$ cat config.mk
export PLATFORM = sky130hd
export DESIGN_NAME = jtpopeye_rom_arb
export DESIGN_NICKNAME = d
export VERILOG_FILES = /design/src/rtl/jtpopeye_rom_arb.sv
export SDC_FILE = /design/constraint.sdc
export NUM_CORES = 1
export LEC_CHECK = 0
export CAP_MARGIN = 20
export CORE_MARGIN = 3
export CORE_UTILIZATION = 47
export DETAILED_ROUTE_END_ITERATION = 6
export GPL_ROUTABILITY_DRIVEN = 0
export PLACE_DENSITY = 0.78
export SYNTH_ARGS = -nofsm -noshare
export SYNTH_HDL_FRONTEND = slang
export SYNTH_SLANG_ARGS = --single-unit
$ cat constraint.sdc
create_clock -name clk -period 2.9 [get_ports clk]
set_clock_uncertainty 0.05 [all_clocks]
set_input_delay 0.435 -clock clk [delete_from_list [all_inputs] [get_ports clk]]
set_output_delay 0.435 -clock clk [all_outputs]
set_load 0.005 [all_outputs]
$ cat src/rtl/jtpopeye_rom_arb.sv
// Three-slot ROM arbiter with one-word caches in front of a single SDRAM read port.
// Optional watchdog on stalled SDRAM transactions: define JTPOPEYE_ROMARB_TIMEOUT_EN.
module jtpopeye_rom_arb #(
    parameter int unsigned AW0  = 15,
    parameter int unsigned AW1  = 13,
    parameter int unsigned AW2  = 14,
    parameter logic [21:0] OFF1 = 22'h8000,
    parameter logic [21:0] OFF2 = 22'hA000,
    parameter int unsigned TOUT = 255
) (
    input  logic           clk,
    input  logic           rst,
    input  logic           downloading,
    input  logic           slot0_cs,
    input  logic [AW0-1:0] slot0_addr,
    output logic [31:0]    slot0_dout,
    output logic           slot0_ok,
    input  logic           slot1_cs,
    input  logic [AW1-1:0] slot1_addr,
    output logic [31:0]    slot1_dout,
    output logic           slot1_ok,
    input  logic           slot2_cs,
    input  logic [AW2-1:0] slot2_addr,
    output logic [31:0]    slot2_dout,
    output logic           slot2_ok,
    output logic [21:0]    sdram_addr,
    output logic           sdram_req,
    input  logic           sdram_ack,
    input  logic [31:0]    data_read,
    input  logic           data_rdy,
    output logic           refresh_en,
    output logic           timeout
);

    localparam int unsigned AW01 = (AW0 > AW1) ? AW0 : AW1;
    localparam int unsigned AWM  = (AW01 > AW2) ? AW01 : AW2;

    if (TOUT == 0) begin : g_tout_chk
        $error("jtpopeye_rom_arb: TOUT must be nonzero");
    end

    typedef enum logic [1:0] {IDLE, WAIT_ACK, WAIT_RDY} state_t;

    state_t          state_q, state_d;
    logic [1:0]      slot_q, slot_d;
    logic [1:0]      last_q, last_d;
    logic [AWM-1:0]  addr_q, addr_d;
    logic [21:0]     sdram_addr_q, sdram_addr_d;
    logic            sdram_req_q, sdram_req_d;
    logic [2:0]      valid_q, valid_d;
    logic [AWM-1:0]  tag_q [3];
    logic [AWM-1:0]  tag_d [3];
    logic [31:0]     dout_q [3];
    logic [31:0]     dout_d [3];
    logic            timeout_q, timeout_d;

    logic [AWM-1:0]  req_addr [3];
    logic [21:0]     req_sdram [3];
    logic [2:0]      cs_v, hit, miss;
    logic            grant_vld;
    logic [1:0]      grant;
    logic            fill, expire, give_up;

    assign cs_v         = {slot2_cs, slot1_cs, slot0_cs};
    assign req_addr[0]  = AWM'(slot0_addr);
    assign req_addr[1]  = AWM'(slot1_addr);
    assign req_addr[2]  = AWM'(slot2_addr);
    assign req_sdram[0] = 22'(slot0_addr);
    assign req_sdram[1] = 22'(slot1_addr) + OFF1;
    assign req_sdram[2] = 22'(slot2_addr) + OFF2;

    always_comb begin
        for (int unsigned i = 0; i < 3; i++) begin
            hit[i]  = cs_v[i] & valid_q[i] & (tag_q[i] == req_addr[i]);
            miss[i] = cs_v[i] & ~hit[i];
        end
    end

    // Round-robin: search starts at the slot after the last one served.
    always_comb begin
        grant_vld = |miss;
        case (last_q)
            2'd0:    grant = miss[1] ? 2'd1 : (miss[2] ? 2'd2 : 2'd0);
            2'd1:    grant = miss[2] ? 2'd2 : (miss[0] ? 2'd0 : 2'd1);
            default: grant = miss[0] ? 2'd0 : (miss[1] ? 2'd1 : 2'd2);
        endcase
    end

    assign fill    = data_rdy & (((state_q == WAIT_ACK) & sdram_ack) | (state_q == WAIT_RDY));
    assign give_up = expire & ~fill;

`ifdef JTPOPEYE_ROMARB_TIMEOUT_EN
    localparam int unsigned CW = $clog2(TOUT + 1);
    logic [CW-1:0] cnt_q, cnt_d;

    always_comb begin
        cnt_d = '0;
        if (state_q != IDLE) cnt_d = cnt_q + 1'b1;
    end

    assign expire = (state_q != IDLE) && (cnt_q == CW'(TOUT - 1));

    always_ff @(posedge clk) begin
        if (rst || downloading) cnt_q <= '0;
        else                    cnt_q <= cnt_d;
    end
`else
    assign expire = 1'b0;
`endif

    always_ff @(posedge clk) begin
        if (rst || downloading) begin
            state_q      <= IDLE;
            slot_q       <= 2'd0;
            last_q       <= 2'd2;
            addr_q       <= '0;
            sdram_addr_q <= '0;
            sdram_req_q  <= 1'b0;
            valid_q      <= '0;
            for (int unsigned i = 0; i < 3; i++) begin
                tag_q[i]  <= '0;
                dout_q[i] <= '0;
            end
        end else begin
            state_q      <= state_d;
            slot_q       <= slot_d;
            last_q       <= last_d;
            addr_q       <= addr_d;
            sdram_addr_q <= sdram_addr_d;
            sdram_req_q  <= sdram_req_d;
            valid_q      <= valid_d;
            tag_q        <= tag_d;
            dout_q       <= dout_d;
        end
    end

    always_ff @(posedge clk) begin
        if (rst) timeout_q <= 1'b0;
        else     timeout_q <= timeout_d;
    end

    always_comb begin
        state_d = state_q;
        case (state_q)
            IDLE:     if (grant_vld) state_d = WAIT_ACK;
            WAIT_ACK: begin
                if (fill || give_up) state_d = IDLE;
                else if (sdram_ack)  state_d = WAIT_RDY;
            end
            WAIT_RDY: if (fill || give_up) state_d = IDLE;
            default:  state_d = IDLE;
        endcase
    end

    always_comb begin
        slot_d       = slot_q;
        last_d       = last_q;
        addr_d       = addr_q;
        sdram_addr_d = sdram_addr_q;
        sdram_req_d  = sdram_req_q;
        valid_d      = valid_q;
        tag_d        = tag_q;
        dout_d       = dout_q;
        timeout_d    = timeout_q;
        if (state_q == IDLE && grant_vld) begin
            slot_d       = grant;
            addr_d       = req_addr[grant];
            sdram_addr_d = req_sdram[grant];
            sdram_req_d  = 1'b1;
        end
        if (state_q == WAIT_ACK && sdram_ack) sdram_req_d = 1'b0;
        // Fill against the latched tag, so a requester that moved on still misses.
        if (fill) begin
            dout_d[slot_q]  = data_read;
            tag_d[slot_q]   = addr_q;
            valid_d[slot_q] = 1'b1;
            last_d          = slot_q;
            sdram_req_d     = 1'b0;
        end
        if (give_up) begin
            sdram_req_d = 1'b0;
            timeout_d   = 1'b1;
            last_d      = slot_q;
        end
    end

    assign slot0_dout = dout_q[0];
    assign slot1_dout = dout_q[1];
    assign slot2_dout = dout_q[2];
    assign slot0_ok   = hit[0];
    assign slot1_ok   = hit[1];
    assign slot2_ok   = hit[2];
    assign sdram_addr = sdram_addr_q;
    assign sdram_req  = sdram_req_q;
    assign refresh_en = (state_q == IDLE) && !(|miss);
    assign timeout    = timeout_q;

endmodule
; After elaboration in Yosys (flattened, before gate mapping)
; Index checks and enable logic that the tools add are counted.
[classes]
n_addsub = 2
n_mul = 0
n_div = 0
magnitude_cmp = 5
eq_ne = 9
shifts = 0
n_mux = 26
bitwise_logic = 18
n_reduce_logical = 12
[ops]
columns = op, n
row1 = bitwise mux 96 bit, 1
row2 = demux 32 bit (select 2 bit), 1
row3 = bitwise mux 45 bit, 1
row4 = two-way mux 15 bit, 3
row5 = binary-select mux 22 bit (select 2 bit), 1
row6 = two-way mux 22 bit, 2
row7 = two-way mux 32 bit, 1
row8 = binary-select mux 15 bit (select 2 bit), 1
row9 = demux 15 bit (select 2 bit), 1
row10 = two-way mux 2 bit, 9
row11 = adder 13 x 16 -> 17 bit (second input constant), 1
row12 = adder 14 x 16 -> 17 bit (second input constant), 1
row13 = == test 15 x 13 -> 1 bit, 1
row14 = == test 15 x 14 -> 1 bit, 1
row15 = == test 15 bit, 1
row16 = bitwise AND 1 bit, 11
row17 = >= comparator 3 bit (second input constant), 2
row18 = NOT 2 -> 3 bit, 2
row19 = case mux 2 bit (3 select lines), 1
row20 = OR reduction 3 bit, 2
row21 = logical AND 1 bit, 5
row22 = == test 2 x 1 -> 1 bit (second input constant), 2
row23 = logical NOT 2 bit, 2
row24 = != test 2 bit (second input constant), 2
row25 = other kinds (14), 17
[word_totals]
regBits = 188
latch_bits = 0
mem_bits_rw = 0
rom_bits = 0
in_bits = 82
output_inout_bits = 124
wordCells = 85
n_memories = 0

; Logic depth before layout (Yosys ltp)
[logic_depth]
ltp_word = 11
mapped_depth = 9
ltp_nobuf = 7

; Least setup slack after synthesis
; No wires, ideal clock.
[synth_path]
kind = input to register
startpoint = input slot1_addr[5]
endpoint = register addr_q[10]
setup_ns = 0.122
arrival_time_ns = 2.151
t_required_ns = 2.728
path_slack_ns = 0.577
stages = 9
path_buffers = 2
cell_sequence = xnor2_1 > nand4_1 > or4_4 > nand2_1 > a21oi_2 > buf_6 > buf_8 > a32o_1 > a221o_1
[synth_between]
elab_chain_len = 11
word_cells_on_any_way = 14
cone_classes = 1 x eq/ne / 7 x mux / 4 x bitwise / 2 x reduce/logical
[synth_rtl]
columns = element, line_no
row1 = "start, declared", 19  ; input logic [AW1-1:0] slot1_addr,
row2 = == test 15 x 13 -> 1 bit *, 74  ; hit[i] = cs_v[i] & valid_q[i] & (tag_q[i] == req_addr[i]);
row3 = bitwise AND 1 bit *, 74
row4 = NOT 1 bit *, 75  ; miss[i] = cs_v[i] & ~hit[i];
row5 = bitwise AND 1 bit *, 75
row6 = two-way mux 2 bit (2 in a row), 85  ; default: grant = miss[0] ? 2'd0 : (miss[1] ? 2'd1 : 2'd2);
row7 = case mux 2 bit (2 select lines), 82  ; case (last_q)
row8 = NOT 2 -> 3 bit (not written as such), 167  ; addr_d = req_addr[grant];
row9 = binary-select mux 15 bit (select 2 bit), 167
row10 = two-way mux 15 bit (not written as such) (2 in a row), 167
row11 = "end signal, assigned", 128  ; addr_q <= addr_d;
row12 = "end, declared", 47  ; logic [AWM-1:0] addr_q, addr_d;
; Every way passes the cells marked *; elsewhere a longest branch is shown, timed or not. The select of a mux whose other input is x is not followed.
; A chain may end at the register's enable or synchronous reset.

; Final worst setup path
[layout_path]
startpoint = input slot2_addr[13]
endpoint = output refresh_en
[layout_between]
elab_chain_len = 7
[layout_rtl]
columns = element, line_no
row1 = "start, declared", 23  ; input logic [AW2-1:0] slot2_addr,
row2 = == test 15 x 14 -> 1 bit, 74
row3 = bitwise AND 1 bit, 74
row4 = NOT 1 bit, 75
row5 = bitwise AND 1 bit, 75
row6 = OR reduction 3 bit, 195  ; assign refresh_en = (state_q == IDLE) && !(|miss);
row7 = logical NOT 1 bit, 195
row8 = logical AND 1 bit, 195
row9 = "end, declared", 31  ; output logic refresh_en,
; No other way between the ends.

==> impl_results.md <==
* Status: finished, final reports clean
* Final period util at 98.8%
* Psw at 0.00123 W
* Core area at 14,100 um2
* Port Buffers at 198
* Htree depth at 4
* Finished Cell Area at ~10000 um2
* Crit. End Element: output pin
* Sequential Area at 3380 um2
* Ports at ~210
* Async SR Flop Fraction at 0%
* DIE AREA at about 16,000 um2
* Seq/Total Area, Yosys at 49.1%
* Cell variety after synth at 51
* Max-slew violations at 0
* Die W at 127 um
* First-pass GRT wire length at 33,200 um
* Synth top area cells: dfxtp_1 (49%), nand2_1 (16%), a21oi_1 (10%)
* Number of synthesized flops with an enable pin at 0
* Int Pwr at ~0.0039 W
* Max Cap Viol at 0
* Antenna violations before repair at 0
* Clk pwr share at a little under half
* Pwr Density at 515 nW/um2
* Synth-to-layout area growth at 45.1%
* Net Sw Frac at 24.0%
* Peak Freq at 0.349 GHz
* Core Rows at 43
* Clock sink total at 169
* Final min period at 2870 ps
* TritonRoute pass-1 iters at 5
* Cell taking the most area after synthesis: dfxtp_1
* TNS Setup at 0 ps
* Via-to-Cell Ratio at 5.32
* Gr ovfl total at 0
* Commonest non-fill, non-tap cells in the layout: nand2_1 (296), clkdlybuf4s50_1 (186), dfxtp_1 (169)
* Synth top area share at about half
* CP Class: primary input to output pin
* Initial Util at 48.9%
* Final core occ at 70.9%
* CP max FO at 2
* Seq cells post-synth at about 170
* Sequential share of power at 46.1%
* Largest net degree at the start of global routing at 150
* Final WL at roughly 21,000 um
* DR vias at between 6,000 and 7,000
* RSZ-0062 raised after global routing: true
* Synthesized area at 6890 um2
* Routed length per instance at 17.2 um
* DRC viols at 0
* Max VDD drop at 0.459 mV
* Post-route ant nets at 0
* Worst-Margin Slew at about 700 ps
* HP Class: primary input to flop
* Share of cells above drive strength 1 at 12.4%
* Top FF cell, synth: dfxtp_1
* Comb power frac at 8.4%
* DP Area at around 9300 um2
* Endpoints failing hold at 0
* Half-perimeter wire length after placement at 14,200 um
* Chip Height at 127 um
* Worst-skew pair later-pin latency at 430 ps
* Initial DRC Count at 530
* Finish-stage setup viols at 0
* Fillers at 1,126
* Syn avg cell area at 8.17 um2
* Vias in the first global route at approximately 6,400
* CTS tree: done
* CP Launch Type: primary input
* Root Driver: clkbuf_16
* Total GRT Usage at 25.7%
* Multi-input logic area at 3230 um2
* Final nets at 1,135
* WHS at 312 ps
* Reg-to-reg slack, setup at 350 ps
* Cells after DPL at 1,213
* Clock tree buffer depth at 2
* Syn Inst Count at approximately 840
* Lkg Pwr at 3.57 nW
* Clock slew at reported path FFs at 70 ps
* Most common cell after layout, fill and taps aside: nand2_1
* YS warnings at 0
* WP data required at 2410 ps
* Crit path DAT at 2380 ps
* TritonCTS Buffers at 17
* Fin cells at 1,246
* Antenna diode count at 0
* Slew margin rel. at 53.8%
## worst max-delay path: stages
cell             delay, ps
clkdlybuf4s50_1        490
xor2_1                 220
nor4b_1                300
nand4_1                250
a22oi_2                220
nand2_1                100
nor3_1                 120
dlygate4sd2_1          260
## metal layers
layer	track usage, %	wire length (um)	part of all wire [%]
met1	32.0	8720	41
met2	41.7	10400	48
met3	10.1	2040	9.5
met4	6.81	320	1.5
met5	0	0	0
## synthesized netlist by cell type (4+ instances only)
| cell | count |
|---|---|
| clkbuf_1 | 41 |
| buf_1 | 4 |
| nor4_2 | 6 |
| nand2_1 | 299 |
| and3_1 | 4 |
| xor2_1 | 25 |
| inv_1 | 5 |
| nand4_1 | 8 |
| buf_2 | 4 |
| a21oi_1 | 143 |
| buf_4 | 20 |
| a32o_1 | 15 |
| buf_6 | 4 |
| dfxtp_1 | 169 |
| a221o_1 | 10 |
| nor3_1 | 4 |
| nor2_1 | 16 |
| xnor2_1 | 17 |
## final timing paths
path             startpoint            end  cells past startpoint
max          slot2_addr[13]     refresh_en                      8
min reg2reg   slot2_dout[0]  slot2_dout[0]                      2
max reg2reg       tag_q[22]      addr_q[1]                     10
min           slot1_addr[8]      addr_q[8]                      2
## layout make-up
| type | instances | share of cell area (%) |
|---|---|---|
| multi-input cells | 601 | 32.3 |
| clock buffers | 19 | 4.53 |
| inverters | 5 | 0.188 |
| clock inverters | 13 | 1.58 |
| flip-flops and latches | 169 | 33.8 |
| well taps | 180 | 2.25 |
| repair buffers | 259 | 25.3 |
## metrics by stage
stage,power (W),setup WS [ps]
after floorplan,0.00259,577
after global placement,0.00284,-304
after detailed placement,0.00284,-315
after CTS,0.00517,25.1
after global routing,0.00531,-132
final,0.00515,34.8
## kinds of logic (layout without fill, tap and decap cells)
| kind of cell | count (synthesis) | in the layout | synth area share, % |
|---|---|---|---|
| other | 1 | 7 | 0.0544 |
| buffers and inverters | 79 | 296 | 6.06 |
| AND/OR/NAND/NOR | 361 | 361 | 22.6 |
| flip-flops | 169 | 169 | 49.1 |
| AO/OA/AOI/OAI | 188 | 188 | 16.3 |
| XOR/XNOR | 42 | 42 | 5.34 |
| multiplexers | 3 | 3 | 0.508 |
## power by group through the flow
stage	sequential (W)	clock, W	combinational (W)
finish	0.00237	0.00234	0.000434
global route	0.00237	0.00247	0.000464
CTS	0.00237	0.00238	0.000423
detailed placement	0.00242	0	0.000419
global placement	0.00242	0	0.000418
floorplan	0.00241	0	0.000175
## registers in the layout, indices dropped and copies added, names as in the netlist
signal,flops
sdram_addr,3
slot_q,2
slot2_dout,32
state_q,2
sdram_req,1
last_q,2
addr_q,15
slot1_dout,32
slot0_dout,32
tag_q,45
valid_q,3
## timing repair
item,4_1_cts,5_1_grt
endpoints found under the setup margin,2,16
hold buffers,0,0
buffers inserted,1,0
gates resized for setup,8,20
pin swaps,1,7
Power figures use the tool's default switching activity.
